`config.mk`:
```
export PLATFORM = sky130hd
export DESIGN_NAME = sd_spi_responder
export DESIGN_NICKNAME = d
export VERILOG_FILES = /design/src/rtl/sd_pkg.sv /design/src/rtl/spi_sync_edge.sv /design/src/rtl/sd_spi_responder.sv
export SDC_FILE = /design/constraint.sdc
export NUM_CORES = 1
export LEC_CHECK = 0
export CAP_MARGIN = 0
export CORE_MARGIN = 1
export CORE_UTILIZATION = 52
export DETAILED_ROUTE_END_ITERATION = 8
export PLACE_DENSITY = 0.79
export RECOVER_POWER = 25
export SYNTH_ARGS = -nofsm -noshare
export SYNTH_HDL_FRONTEND = slang
export SYNTH_SLANG_ARGS = --single-unit
```
`constraint.sdc`:
```
create_clock -name clk -period 1.9 [get_ports clk]
set_input_delay 0.285 -clock clk [delete_from_list [all_inputs] [get_ports clk]]
set_output_delay 0.285 -clock clk [all_outputs]
set_load 0.02 [all_outputs]
```
`src/rtl/sd_pkg.sv`:
```
// Shared constants and state encoding for the SPI-mode SD card responder.
package sd_pkg;

   localparam logic [5:0] CMD_GO_IDLE       = 6'd0;
   localparam logic [5:0] CMD_SEND_IF_COND  = 6'd8;
   localparam logic [5:0] CMD_SET_BLOCKLEN  = 6'd16;
   localparam logic [5:0] CMD_READ_SINGLE   = 6'd17;
   localparam logic [5:0] ACMD_SEND_OP_COND = 6'd41;
   localparam logic [5:0] CMD_APP_CMD       = 6'd55;

   localparam logic [7:0] DATA_TOKEN   = 8'hFE;
   localparam logic [7:0] R1_IDLE      = 8'h01;
   localparam logic [7:0] R1_ILLEGAL   = 8'h04;
   localparam logic [7:0] R1_READ_IDLE = 8'h05;

   typedef enum logic [2:0] {
      ST_IDLE,
      ST_CMD,
      ST_NCR,
      ST_RESP,
      ST_NAC,
      ST_TOKEN,
      ST_DATA,
      ST_CRC
   } sdState_t;

endpackage

```
`src/rtl/spi_sync_edge.sv`:
```
// Brings the asynchronous SPI pins into the clk domain and flags sdClk edges.
module spi_sync_edge (
   input  logic clk,
   input  logic rstn,
   input  logic sdClk,
   input  logic sdMosi,
   input  logic sdCs,
   output logic clkRise,
   output logic clkFall,
   output logic mosiSync,
   output logic csSync
);

   logic [1:0] clkPipe;
   logic [1:0] mosiPipe;
   logic [1:0] csPipe;
   logic       clkLast;

   always_ff @(posedge clk) begin
      if (!rstn) begin
         clkPipe  <= 2'b00;
         mosiPipe <= 2'b11;
         csPipe   <= 2'b11;
         clkLast  <= 1'b0;
      end else begin
         clkPipe  <= {clkPipe[0], sdClk};
         mosiPipe <= {mosiPipe[0], sdMosi};
         csPipe   <= {csPipe[0], sdCs};
         clkLast  <= clkPipe[1];
      end
   end

   // MOSI goes through the same depth as sdClk, so it is aligned with clkRise.
   assign clkRise  = clkPipe[1] & ~clkLast;
   assign clkFall  = ~clkPipe[1] & clkLast;
   assign mosiSync = mosiPipe[1];
   assign csSync   = csPipe[1];

endmodule

```
`src/rtl/sd_spi_responder.sv`:
```
// Card side of the SD SPI link: decodes 48-bit command frames, answers R1/R7
// and streams single-block reads from an external byte memory.
module sd_spi_responder
   import sd_pkg::*;
#(
   parameter int IDLE_POLLS = 2,
   parameter int MIN_HALF   = 4
) (
   input  logic        clk,
   input  logic        rstn,
   input  logic        sdClk,
   input  logic        sdMosi,
   input  logic        sdCs,
   output logic        sdMiso,
   output logic [8:0]  memAddr,
   input  logic [7:0]  memData,
   output logic [31:0] blockAddr,
   output logic        readStart
);

   // Edge detection takes 3 clk, so a half-period must outlast that latency.
   if (MIN_HALF < 4) begin : g_min_half_check
      $error("sd_spi_responder: MIN_HALF must be at least 4");
   end

   localparam logic [7:0] POLL_LIMIT = 8'(IDLE_POLLS);

   sdState_t    state, nextState;
   logic        clkRise, clkFall, mosiSync, csSync;
   logic [5:0]  cnt;
   logic [44:0] cmdShift;
   logic [39:0] txShift;
   logic        prevBit, respLong, readPending;
   logic        idle, appCmd;
   logic [7:0]  polls;
   logic        bitEvent, frameDone;
   logic [5:0]  cmdIdx;
   logic [31:0] cmdArg;
   logic [7:0]  idleR1;
   logic [39:0] respWord;
   logic        respIsLong, startRead, idleNext;
   logic [7:0]  pollsNext;

   spi_sync_edge u_sync (
      .clk      (clk),
      .rstn     (rstn),
      .sdClk    (sdClk),
      .sdMosi   (sdMosi),
      .sdCs     (sdCs),
      .clkRise  (clkRise),
      .clkFall  (clkFall),
      .mosiSync (mosiSync),
      .csSync   (csSync)
   );

   // When the stop bit arrives, cmdShift holds index, argument and CRC.
   assign cmdIdx    = cmdShift[44:39];
   assign cmdArg    = cmdShift[38:7];
   assign idleR1    = {7'b0, idle};
   assign bitEvent  = (state == ST_IDLE || state == ST_CMD) ? clkRise : clkFall;
   assign frameDone = (state == ST_CMD) && clkRise && (cnt == 6'd45) && !csSync;

   always_ff @(posedge clk) begin
      if (!rstn) state <= ST_IDLE;
      else       state <= nextState;
   end

   always_comb begin
      nextState = state;
      if (csSync) begin
         nextState = ST_IDLE;
      end else begin
         case (state)
            ST_IDLE:  if (clkRise && !prevBit && mosiSync) nextState = ST_CMD;
            ST_CMD:   if (frameDone) nextState = ST_NCR;
            ST_NCR:   if (clkFall && cnt == 6'd7) nextState = ST_RESP;
            ST_RESP:  if (clkFall && cnt == (respLong ? 6'd39 : 6'd7))
                         nextState = readPending ? ST_NAC : ST_IDLE;
            ST_NAC:   if (clkFall && cnt == 6'd7) nextState = ST_TOKEN;
            ST_TOKEN: if (clkFall && cnt == 6'd7) nextState = ST_DATA;
            ST_DATA:  if (clkFall && cnt[2:0] == 3'd7 && memAddr == 9'd511) nextState = ST_CRC;
            ST_CRC:   if (clkFall && cnt == 6'd15) nextState = ST_IDLE;
            default:  nextState = ST_IDLE;
         endcase
      end
   end

   // Response and card-state update for the frame completing this cycle.
   always_comb begin
      respWord   = {R1_ILLEGAL | idleR1, 32'hFFFF_FFFF};
      respIsLong = 1'b0;
      startRead  = 1'b0;
      idleNext   = idle;
      pollsNext  = polls;
      if (cmdIdx == ACMD_SEND_OP_COND && appCmd) begin
         if (polls < POLL_LIMIT) begin
            respWord[39:32] = R1_IDLE;
            pollsNext       = polls + 8'd1;
         end else begin
            respWord[39:32] = 8'h00;
            idleNext        = 1'b0;
         end
      end else begin
         case (cmdIdx)
            CMD_GO_IDLE: begin
               respWord[39:32] = R1_IDLE;
               idleNext        = 1'b1;
               pollsNext       = 8'd0;
            end
            CMD_SEND_IF_COND: begin
               respWord   = {idleR1, 16'h0000, 4'h0, cmdArg[11:8], cmdArg[7:0]};
               respIsLong = 1'b1;
            end
            CMD_APP_CMD, CMD_SET_BLOCKLEN: respWord[39:32] = idleR1;
            CMD_READ_SINGLE: begin
               if (idle) begin
                  respWord[39:32] = R1_READ_IDLE;
               end else begin
                  respWord[39:32] = 8'h00;
                  startRead       = 1'b1;
               end
            end
            default: ;
         endcase
      end
   end

   always_ff @(posedge clk) begin
      if (!rstn) begin
         cnt         <= '0;
         cmdShift    <= '0;
         txShift     <= '1;
         prevBit     <= 1'b1;
         respLong    <= 1'b0;
         readPending <= 1'b0;
         idle        <= 1'b1;
         polls       <= 8'd0;
         appCmd      <= 1'b0;
         sdMiso      <= 1'b1;
         memAddr     <= 9'd0;
         blockAddr   <= 32'd0;
         readStart   <= 1'b0;
      end else begin
         readStart <= 1'b0;

         if (csSync || nextState != state) cnt <= '0;
         else if (bitEvent)                cnt <= cnt + 6'd1;

         // Only a 0 then 1 seen in IDLE may start a frame.
         if (csSync || state != ST_IDLE) prevBit <= 1'b1;
         else if (clkRise)                prevBit <= mosiSync;

         if (state == ST_CMD && clkRise) cmdShift <= {cmdShift[43:0], mosiSync};

         if (frameDone) begin
            txShift     <= respWord;
            respLong    <= respIsLong;
            readPending <= startRead;
            idle        <= idleNext;
            polls       <= pollsNext;
            appCmd      <= (cmdIdx == CMD_APP_CMD);
            if (startRead) begin
               blockAddr <= cmdArg;
               readStart <= 1'b1;
               memAddr   <= 9'd0;
            end
         end

         if (csSync) begin
            sdMiso <= 1'b1;
         end else if (clkFall) begin
            case (state)
               ST_RESP, ST_TOKEN: begin
                  sdMiso  <= txShift[39];
                  txShift <= {txShift[38:0], 1'b1};
               end
               ST_NAC: begin
                  sdMiso <= 1'b1;
                  if (cnt == 6'd7) txShift <= {DATA_TOKEN, 32'hFFFF_FFFF};
               end
               ST_DATA: begin
                  if (cnt[2:0] == 3'd0) begin
                     sdMiso  <= memData[7];
                     txShift <= {memData[6:0], 1'b1, 32'hFFFF_FFFF};
                  end else begin
                     sdMiso  <= txShift[39];
                     txShift <= {txShift[38:0], 1'b1};
                  end
                  // Advancing on the last bit leaves a full bit time for the memory read.
                  if (cnt[2:0] == 3'd7 && memAddr != 9'd511) memAddr <= memAddr + 9'd1;
               end
               default: sdMiso <= 1'b1;
            endcase
         end
      end
   end

endmodule
```
==> results of run 1 <==
worst register-to-register path, stage by stage, from the launching register on:
cell	delay (ns)
dfxtp_4	0.36
inv_1	0.10
ha_2	0.19
nor2b_4	0.15
and4_4	0.24
a41oi_2	0.05
a311oi_2	0.39
mux2i_2	0.25
buf_4	0.18
nor3_1	0.06
worst paths after layout:
kind / slack [ns] / to / cells past startpoint
max: -0.20 / cnt[5] / 9
min reg2reg: 0.41 / u_sync.csPipe[1] / 1
min: 0.41 / u_sync.csPipe[1] / 1
max reg2reg: -0.20 / cnt[5] / 9
per-stage QoR:
step	total power [uW]	utilization [%]	setup WS (ns)	instance area, um2
after global placement	3530	64.7	-0.121	7800
after global routing	6890	74.1	-0.257	8940
after detailed placement	3530	64.7	-0.194	7800
after CTS	6710	70.9	-0.173	8550
after floorplan	3470	-	-0.0554	6540
final	6700	74.1	-0.200	8940
per-layer routing:
layer  vias to the layer above  GRT usage (%)  wire, um
li1                       3035              -         -
met3                        26           6.06      1030
met1                      3045           34.8      7530
met2                       239           45.0      8980
met5                         -              0         0
met4                         0           10.2       286
state kept, by name (all words and copies together) (netlist names), 2 cells and up:
signal / flops
u_sync.clkPipe: 2
u_sync.csPipe: 2
txShift: 40
state: 3
polls: 8
cmdShift: 45
memAddr: 9
blockAddr: 32
cnt: 6
u_sync.mosiPipe: 2
layout by cell type, fill, tap and decap left out, drive strengths merged, types with 9 or more instances in the layout:
cell	count
dfxtp	157
buf	98
nand2	185
clkdlybuf4s50	54
nor3	10
nand2b	11
nand4	9
nor2	52
o221ai	32
inv	13
nand3	27
clkbuf	24
a21oi	124
o21ai	26
area by class of cell:
type / instances / area (um2)
clock buffers: 20 / 447
fillers: 844 / 3120
repair buffers: 157 / 1540
inverters: 9 / 33.8
flip-flops and latches: 157 / 3170
clock inverters: 12 / 111
well taps: 168 / 210
multi-input cells: 569 / 3430
cells by family (layout without fill, tap and decap cells):
family	after synthesis	after routing	synth area share, %
fa+ha+maj	7	7	1.35
flops	157	157	48.6
xor+xnor	9	9	1.22
mux	2	2	0.309
simple gates	333	333	23.7
compound gates	218	218	21.0
buf+inv	64	198	3.87
power breakdown:
group          switching [uW]  internal, uW  leakage (uW)
Sequential               13.0          3300       0.00128
Clock                    1380          1850      0.000268
Combinational            87.8          64.3       0.00162
repair_timing:
item	4_1_cts	5_1_grt
gates cloned	1	3
pin swaps	12	10
resized for setup	29	59
endpoints found under the setup margin	92	95
buffers inserted	10	10
==> reports/results.txt, run 1 <==
status - finished with violations
failing checks - negative setup slack
total track usage - 27.2%
DRT antenna net count - 0
CP delay by family, top - simple AND/OR/NAND/NOR gates
ys async rst share - 0%
synth top area cells - dfxtp_1 (49%), nand2_1 (11%), a21oi_1 (9.6%)
max-cap violations - 0
placed insts - 1,038
die width - 114 um
crit-path cells - inv_1, ha_2, nor2b_4, and4_4, a41oi_2, a311oi_2, mux2i_2, buf_4, nor3_1
Ant. Diodes - 0
final setup fails - 77
final period utilization - 111%
RSZ-0062 raised after global routing - true
# clock sinks - 157
worst-skew pair later-pin latency - 0.43 ns
Critical Path Start Type - register
Worst Setup SP - cnt[1]
synthesized area - 6470 um2
CTS tree - built
Netlist cell types - 60
Buf+Inv Stages, Crit Path - 2
layout cells sized above 1 - 23.7%
flops & latches, synth - 157
most numerous cell in the Yosys netlist - nand2_1
Setup WS post-layout - -0.200 ns
Chip Height - 114 um
Ys Warns - 0
CTS H-tree lvls - 4
drt drc - 0
Slowest-stage cell, CP - a311oi_2
fin. max-slew vios - 0
Vias - 6,345
vias in the first global route - 5,904
deepest clock path buffer count - 2
initial DRC count - 551
PwrDens - 749 nW/um2
initial antenna violation count - 0
Worst-Margin Slew - 1.00 ns
Crit path arrival time - 2.40 ns
RePlAce Congestion - 0.938
HPWL Detailed - 10.5 mm
CTS clk-pin slew, worst paths - 0.06 ns
DR WL/cell - 16.3 um
total grt overflow - 0
Crit Path Class - register to register
core area - 12,100 um2
count of hold-fix buffers inserted at cts - 0
top-area cell type share of the netlist area - 48.6%
Post-Syn Instances - 790
Commonest cells post-synth - nand2_1 (185), dfxtp_1 (157), a21oi_1 (124)
Worst VDD drop - 588 uV
Syn Area/Cell - 8.19 um2
worst hold slack - 0.406 ns
Area Overhead vs Synth - 38.2%
skew final - 0.0146 ns
PortBufs - 55
first-pass GRT wire length - 28.0 mm
worst hold start - u_sync.csPipe[0]
nets - 931
die area - 12,900 um2
final hold vios - 0
CTS root buffer - clkbuf_16
Initial Util - 53.6%
worst reg2reg startpoint - cnt[1]
total CTS buffers - 17
Pleak - 0.00316 uW
total wire length after detailed routing - 17.8 mm
WP data required - 2.20 ns
Slew HR - 33.0%
non-filler cells in the finished layout - 1,092
Post-synth EDFFs - 0
predominant post-synthesis flop cell - dfxtp_1
drt pass-1 iters - 5
CP peak stage delay - 0.39 ns
register area share after synthesis - 48.6%
setup TNS - -6.10 ns
largest net degree at the start of global routing - 69
row cnt - 40
crit path time final - 2.10 ns
fmax - 0.476 GHz
vias per cell - 5.81
worst-path maximum fanout - 6
Yosys top cell by area - dfxtp_1
syn_nets - 810
nature of the critical path endpoint - register
worst hold path type - register to register
Ports - 56
(Power assumes the default switching activity.)
==> run 2: changes to the inputs <==
Settings changed: SETUP_SLACK_MARGIN set to 0.1.
==> run 2 against run 1 <==
  * The flow still finishes with violations (negative setup slack)
  * Total power increased by 2.0%
  * Core utilization rose by 9.9 points
  * Sequential share of layout area shrank 4.1 points
  * Sequential power barely moved
  * Die area unchanged
  * Clock power increased by 4%
  * Wire length grew 45%
  * Critical path depth up 1
  * Worst hold slack got worse by 0.0017 ns
  * Critical endpoint is now memAddr[5]
  * Largest cell class unchanged
  * Largest power group is now clock
==> reports/results.txt, run 2 (synthesized netlist as in run 1, its figures left out) <==
vias per cell - 6.50 (+12%)
DRT antenna net count - 0 (unchanged)
# clock sinks - 157 (unchanged)
Worst-Margin Slew - 1.10 ns (+0.0907 ns)
fin. max-slew vios - 0 (unchanged)
most frequent cells in the layout - dfxtp_1 (141), nand2_1 (140), buf_4 (75), a21oi_1 (62), a21oi_2 (56)
total grt overflow - 0 (unchanged)
skew final - 0.0205 ns (+0.00589 ns)
Vias - 7,240 (+14%)
total wire length after detailed routing - 25.9 mm (+45%)
non-filler cells in the finished layout - 1,114 (+2.0%)
core area - 12,100 um2 (unchanged)
HPWL Detailed - 10.2 mm (-2.6%)
most common cell after layout, fill and taps aside - dfxtp_1
fillers - 546 (-35%)
count of hold-fix buffers inserted at cts - 0 (unchanged)
max reg flops - 45 (unchanged)
initial DRC count - 796 (+44%)
Critical Path Start Type - register
Crit path arrival time - 2.42 ns (+0.02 ns)
worst-skew pair later-pin latency - 0.45 ns (+0.02 ns)
Worst VDD drop - 666 uV (+13%)
CTS clk-pin slew, worst paths - 0.07 ns (about the same)
crit-path cells - and3_4, nand2_2, nor2_2, ha_4, nor4_4, nand4_1, buf_6, nor2_4, xnor2_1, nor3_1
worst reg2reg path endpoint - memAddr[5]
drt pass-1 iters - 6 (+1)
CP peak stage delay - 0.35 ns (-0.04 ns)
Ant. Diodes - 0 (unchanged)
DR WL/cell - 23.2 um (+42%)
nature of the critical path endpoint - register
CTS tree - built
max-cap violations - 0 (unchanged)
initial antenna violation count - 0 (unchanged)
most flop-heavy register - cmdShift
final setup fails - 46 (-40%)
vias in the first global route - 6,549 (+11%)
final period utilization - 109% (-1.1 points)
WP data required - 2.24 ns (+0.04 ns)
clock share of power - 49.0% (+0.8 points)
R2R Setup Slk - -0.18 ns (+0.02 ns)
die width - 114 um (unchanged)
drt drc - 0 (unchanged)
Seq pwr share - 48.5% (-1.0 points)
largest registers - cmdShift x45, txShift x40, blockAddr x32
largest net degree at the start of global routing - 94 (+36%)
failing checks - negative setup slack
hold depth - 2 (+1)
setup TNS - -3.19 ns (+2.92 ns)
PwrDens - 674 nW/um2 (-10%)
first-pass GRT wire length - 32.8 mm (+17%)
Crit Path Class - register to register
worst reg2reg startpoint - memAddr[5]
final hold vios - 0 (unchanged)
Int Power - 5180 uW (-0.58%)
layout cells sized above 1 - 40.3% (+17 points)
Ports - 56 (unchanged)
Pleak - 0.00404 uW (+28%)
deepest clock path buffer count - 2 (unchanged)
CP delay by family, top - simple AND/OR/NAND/NOR gates
worst-path maximum fanout - 4 (-2)
row cnt - 40 (unchanged)
worst hold start - sdMosi
CTS H-tree lvls - 4 (unchanged)
placed insts - 1,031 (-0.67%)
Slew HR - 27.0% (-6.0 points)
CTS root buffer - clkbuf_16
Logic pwr share - 2.5% (+0.2 points)
Buf+Inv Stages, Crit Path - 1 (-1)
total track usage - 32.7% (+5.5 points)
Setup WS post-layout - -0.178 ns (+0.0216 ns)
Chip Height - 114 um (unchanged)
RSZ-0062 raised after global routing - true
Initial Util - 53.6% (unchanged)
fmax - 0.481 GHz (+1.0%)
Worst R2R Path Depth - 10 (+1)
crit path time final - 2.08 ns (-0.0216 ns)
nets - 953 (+2.4%)
die area - 12,900 um2 (unchanged)
WHS Endpoint - u_sync.mosiPipe[0]
sw power - 1650 uW (+11%)
RePlAce Congestion - 0.897 (-4.4%)
Slowest-stage cell, CP - dfxtp_4
PortBufs - 55 (unchanged)
Sw Ratio - 24.2% (+2.0 points)
status - finished with violations
worst hold path type - input pin to register
total CTS buffers - 17 (unchanged)
Area Overhead vs Synth - 56.7%
## run 2: layout make-up
cell class              count  area (um2)  area share [%]
clock inverters            15         133            1.31
well taps                 168         210            2.07
repair buffers            179        1890            18.6
clock buffers              17         425            4.20
inverters                   9        36.3           0.358
flip-flops and latches    157        3190            31.4
multi-input cells         569        4260            42.0
## run 2: layer usage
metal	part of all wire, %	up-vias	global-route usage [%]
met5	0	-	0
met4	7.7	0	14.7
met3	9.2	180	9.40
met2	47	546	56.6
met1	36	3434	37.3
li1	-	3080	-
## run 2: stage by stage
step                      setup slack, ns  cell area, um2  utilization, %  hold slack, ns  total power [uW]
final                              -0.178           10100            84.1           0.404              6830
after global routing               -0.240           10100            84.1           0.423              7000
after global placement            -0.0875            7780            64.5           0.399              3520
after detailed placement           -0.140            7780            64.5           0.407              3530
after floorplan                   -0.0553            6600               -           0.386              3460
after CTS                          -0.136            9070            75.2           0.408              6750
## run 2: how the worst max path moves through the flow
stage | startpoint | slack, ns | depth (start not counted) | to
after floorplan | cnt[0] | -0.06 | 7 | memAddr[7]
after global placement | cnt[1] | -0.09 | 8 | cnt[1]
after detailed placement | cnt[2] | -0.14 | 7 | memAddr[7]
after CTS | cnt[0] | -0.14 | 8 | cnt[2]
after global routing | memAddr[5] | -0.24 | 9 | memAddr[7]
final | memAddr[5] | -0.18 | 10 | memAddr[5]
## run 2: power groups by stage
stage          Sequential, uW  Combinational (uW)  Clock (uW)
3_3_place_gp             3380                 137           0
4_1_cts                  3310                 147        3290
2_1_floorplan            3380                82.8           0
6_report                 3310                 172        3350
5_1_grt                  3310                 181        3510
3_5_place_dp             3380                 143           0
## run 2: worst register-to-register path, stage by stage, from the launching register on
cell and delay [ns]:
dfxtp_4 0.35, and3_4 0.18, nand2_2 0.07, nor2_2 0.06, ha_4 0.18, nor4_4 0.33
nand4_1 0.23, buf_6 0.19, nor2_4 0.08, xnor2_1 0.08, nor3_1 0.21
## run 2: timing repair
action                                  in CTS  in global routing
hold endpoints to repair                     0                  0
endpoints found under the setup margin      94                139
gates resized for setup                     67                267
pin swaps                                   27                120
cloned                                      10                  4
setup buffers                               27                 15
==> run 3: changes to the inputs <==
Settings changed: ABC_AREA set to 1.
==> run 3 against run 2 <==
  * Clock power about the same
  * Via count down 15%
  * Flip-flop and latch count unchanged
  * Non-clock buffer count down 80
  * The run now ends clean
  * Design area down 16%
  * Largest cell class unchanged
  * Wire length down 38%
  * Combinational power down 18%
==> reports/results.txt, run 3 <==
status - complete, no violations
crit path time final - 1.90 ns (-0.178 ns)
DRT antenna net count - 0 (unchanged)
Vias - 6,180 (-15%)
Ys Warns - 0 (unchanged)
CTS H-tree lvls - 4 (unchanged)
total CTS buffers - 17 (unchanged)
most common cell after layout, fill and taps aside - nor2_1
Post-Syn Instances - 881 (+12%)
deepest clock path buffer count - 2 (unchanged)
total wire length after detailed routing - 16.1 mm (-38%)
Ant. Diodes - 0 (unchanged)
final period utilization - 100% (-9.4 points)
register area share after synthesis - 48.0% (-0.57 points)
vias in the first global route - 5,436 (-17%)
WP data required - 2.19 ns (-0.05 ns)
most frequent cells in the layout - nor2_1 (177), dfxtp_1 (147), o21ai_0 (114), nand2_1 (87), inv_1 (49)
Ports - 56 (unchanged)
final hold vios - 0 (unchanged)
count of hold-fix buffers inserted at cts - 0 (unchanged)
Area Overhead vs Synth - 29.9%
non-filler cells in the finished layout - 1,129 (+1.3%)
Initial Util - 53.8% (+0.19 points)
nets - 968 (+1.6%)
synth top area cells - dfxtp_1 (48%), nor2_1 (12%), o21ai_0 (9.5%)
Worst-Margin Slew - 0.738 ns (-0.358 ns)
most flop-heavy register - cmdShift
top-area cell type share of the netlist area - 48.0% (-0.57 points)
Worst VDD drop - 625 uV (-6.2%)
core area - 12,200 um2 (+0.83%)
layout cells sized above 1 - 18.2% (-22 points)
row cnt - 40 (unchanged)
Crit Path Class - register to register
drt drc - 0 (unchanged)
Pleak - 0.00335 uW (-17%)
HPWL Detailed - 9.16 mm (-11%)
final setup fails - 0 (-100%)
die area - 13,000 um2 (+1.2%)
skew final - 0.0122 ns (-0.00829 ns)
Design Area, Final - 8500 um2 (-16%)
total track usage - 24.0% (-8.6 points)
syn_nets - 901 (+11%)
Post-synth EDFFs - 0 (unchanged)
Critical Path Start Type - register
drt pass-1 iters - 6 (unchanged)
placed insts - 1,088 (+5.5%)
PwrDens - 799 nW/um2 (+19%)
fmax - 0.526 GHz (+9.4%)
first-pass GRT wire length - 25.2 mm (-23%)
worst hold slack - 0.293 ns (-0.112 ns)
max-cap violations - 0 (unchanged)
largest net degree at the start of global routing - 127 (+35%)
placed cell areas - 7410 um2 (-4.7%)
largest registers - cmdShift x45, txShift x40, blockAddr x32
Slew HR - 50.8% (+24 points)
initial antenna violation count - 0 (unchanged)
total grt overflow - 0 (unchanged)
fillers - 934 (+71%)
worst-skew pair later-pin latency - 0.43 ns (-0.02 ns)
CTS clk-pin slew, worst paths - 0.06 ns (about the same)
Chip Height - 114 um (+0.58%)
total power draw - 6800 uW (-0.55%)
initial DRC count - 500 (-37%)
Commonest cells post-synth - nor2_1 (201), dfxtp_1 (157), o21ai_0 (124)
Syn Area/Cell - 7.43 um2 (-9.3%)
worst-path maximum fanout - 6 (+2)
Yosys top cell by area - dfxtp_1
RSZ-0062 raised after global routing - true
predominant post-synthesis flop cell - dfxtp_1
DR WL/cell - 14.3 um (-39%)
max reg flops - 45 (unchanged)
Netlist cell types - 37 (-38%)
worst hold path type - input pin to register
# clock sinks - 157 (unchanged)
CTS root buffer - clkbuf_16
synthesized area - 6550 um2 (+1.2%)
most numerous cell in the Yosys netlist - nor2_1
RePlAce Congestion - 0.913 (+1.9%)
CTS tree - built
PortBufs - 55 (unchanged)
vias per cell - 5.47 (-16%)
flops & latches, synth - 157 (unchanged)
fin. max-slew vios - 0 (unchanged)
ys async rst share - 0% (unchanged)
Crit path arrival time - 2.19 ns (-0.23 ns)
nature of the critical path endpoint - register
die width - 114 um (+0.58%)
run 3: area by class of cell:
class / instances / area (um2) / share of cell area, %
Clock inverter: 13 / 141 / 1.66
Timing Repair Buffer: 99 / 1020 / 11.9
Multi-Input combinational cell: 613 / 3280 / 38.6
Tap cell: 168 / 210 / 2.47
Inverter: 60 / 243 / 2.85
Clock buffer: 19 / 443 / 5.21
Sequential cell: 157 / 3170 / 37.3
run 3: path summary, 6_finish.rpt:
check                           cells past startpoint  slack, ns                 to         startpoint
worst min register to register                      2       0.42  u_sync.clkPipe[1]  u_sync.clkPipe[0]
worst max-delay path                               10   0.000005        txShift[10]             cnt[0]
worst max register to register                     10   0.000005        txShift[10]             cnt[0]
worst min-delay path                                4       0.29             sdMiso               rstn
run 3: kinds of logic after synthesis:
family	synth area share, %
XOR/XNOR	0.669
AO/OA/AOI/OAI	18.8
buffers and inverters	6.84
adder cells (fa/ha/maj)	1.34
flip-flops	48.0
AND/OR/NAND/NOR	24.3
run 3: stage by stage:
stage,TNS [ns],setup slack [ns],utilization [%]
3_5_place_dp,-0.00630,-0.00630,61.0
5_1_grt,-0.526,-0.0927,69.9
2_1_floorplan,0,0.103,-
3_3_place_gp,0,0.000906,61.0
4_1_cts,0,0.0697,66.5
6_report,0,0.00000488,69.9
run 3: repair_timing:
action | 4_1_cts | 5_1_grt
buffers inserted | 2 | 4
resized for setup | 23 | 114
pin swaps | 4 | 19
gates cloned | 0 | 3
setup endpoints to repair | 73 | 98
run 3: metal layers:
metal / global-route usage [%] / vias up / wire [um]
li1: - / 3062 / -
met1: 32.3 / 2873 / 7260
met2: 37.3 / 205 / 7440
met3: 6.09 / 40 / 1090
met4: 8.83 / 0 / 337
met5: 0 / - / 0
run 3: report_power, final:
group / total (uW) / internal (uW) / switching, uW
Sequential: 3300 / 3290 / 5.18
Combinational: 141 / 54.4 / 86.7
Clock: 3360 / 1970 / 1380
Total: 6800 / 5320 / 1480
run 3: critical path: stages, from the launching register on:
cell and delay [ns]:
dfxtp_4 0.39, ha_4 0.15, inv_4 0.04, nor2_4 0.11, nand3_2 0.10, nor2_4 0.12, nand2_2 0.09, or2_4 0.31
clkbuf_16 0.17, o221ai_1 0.17, nand3_1 0.09
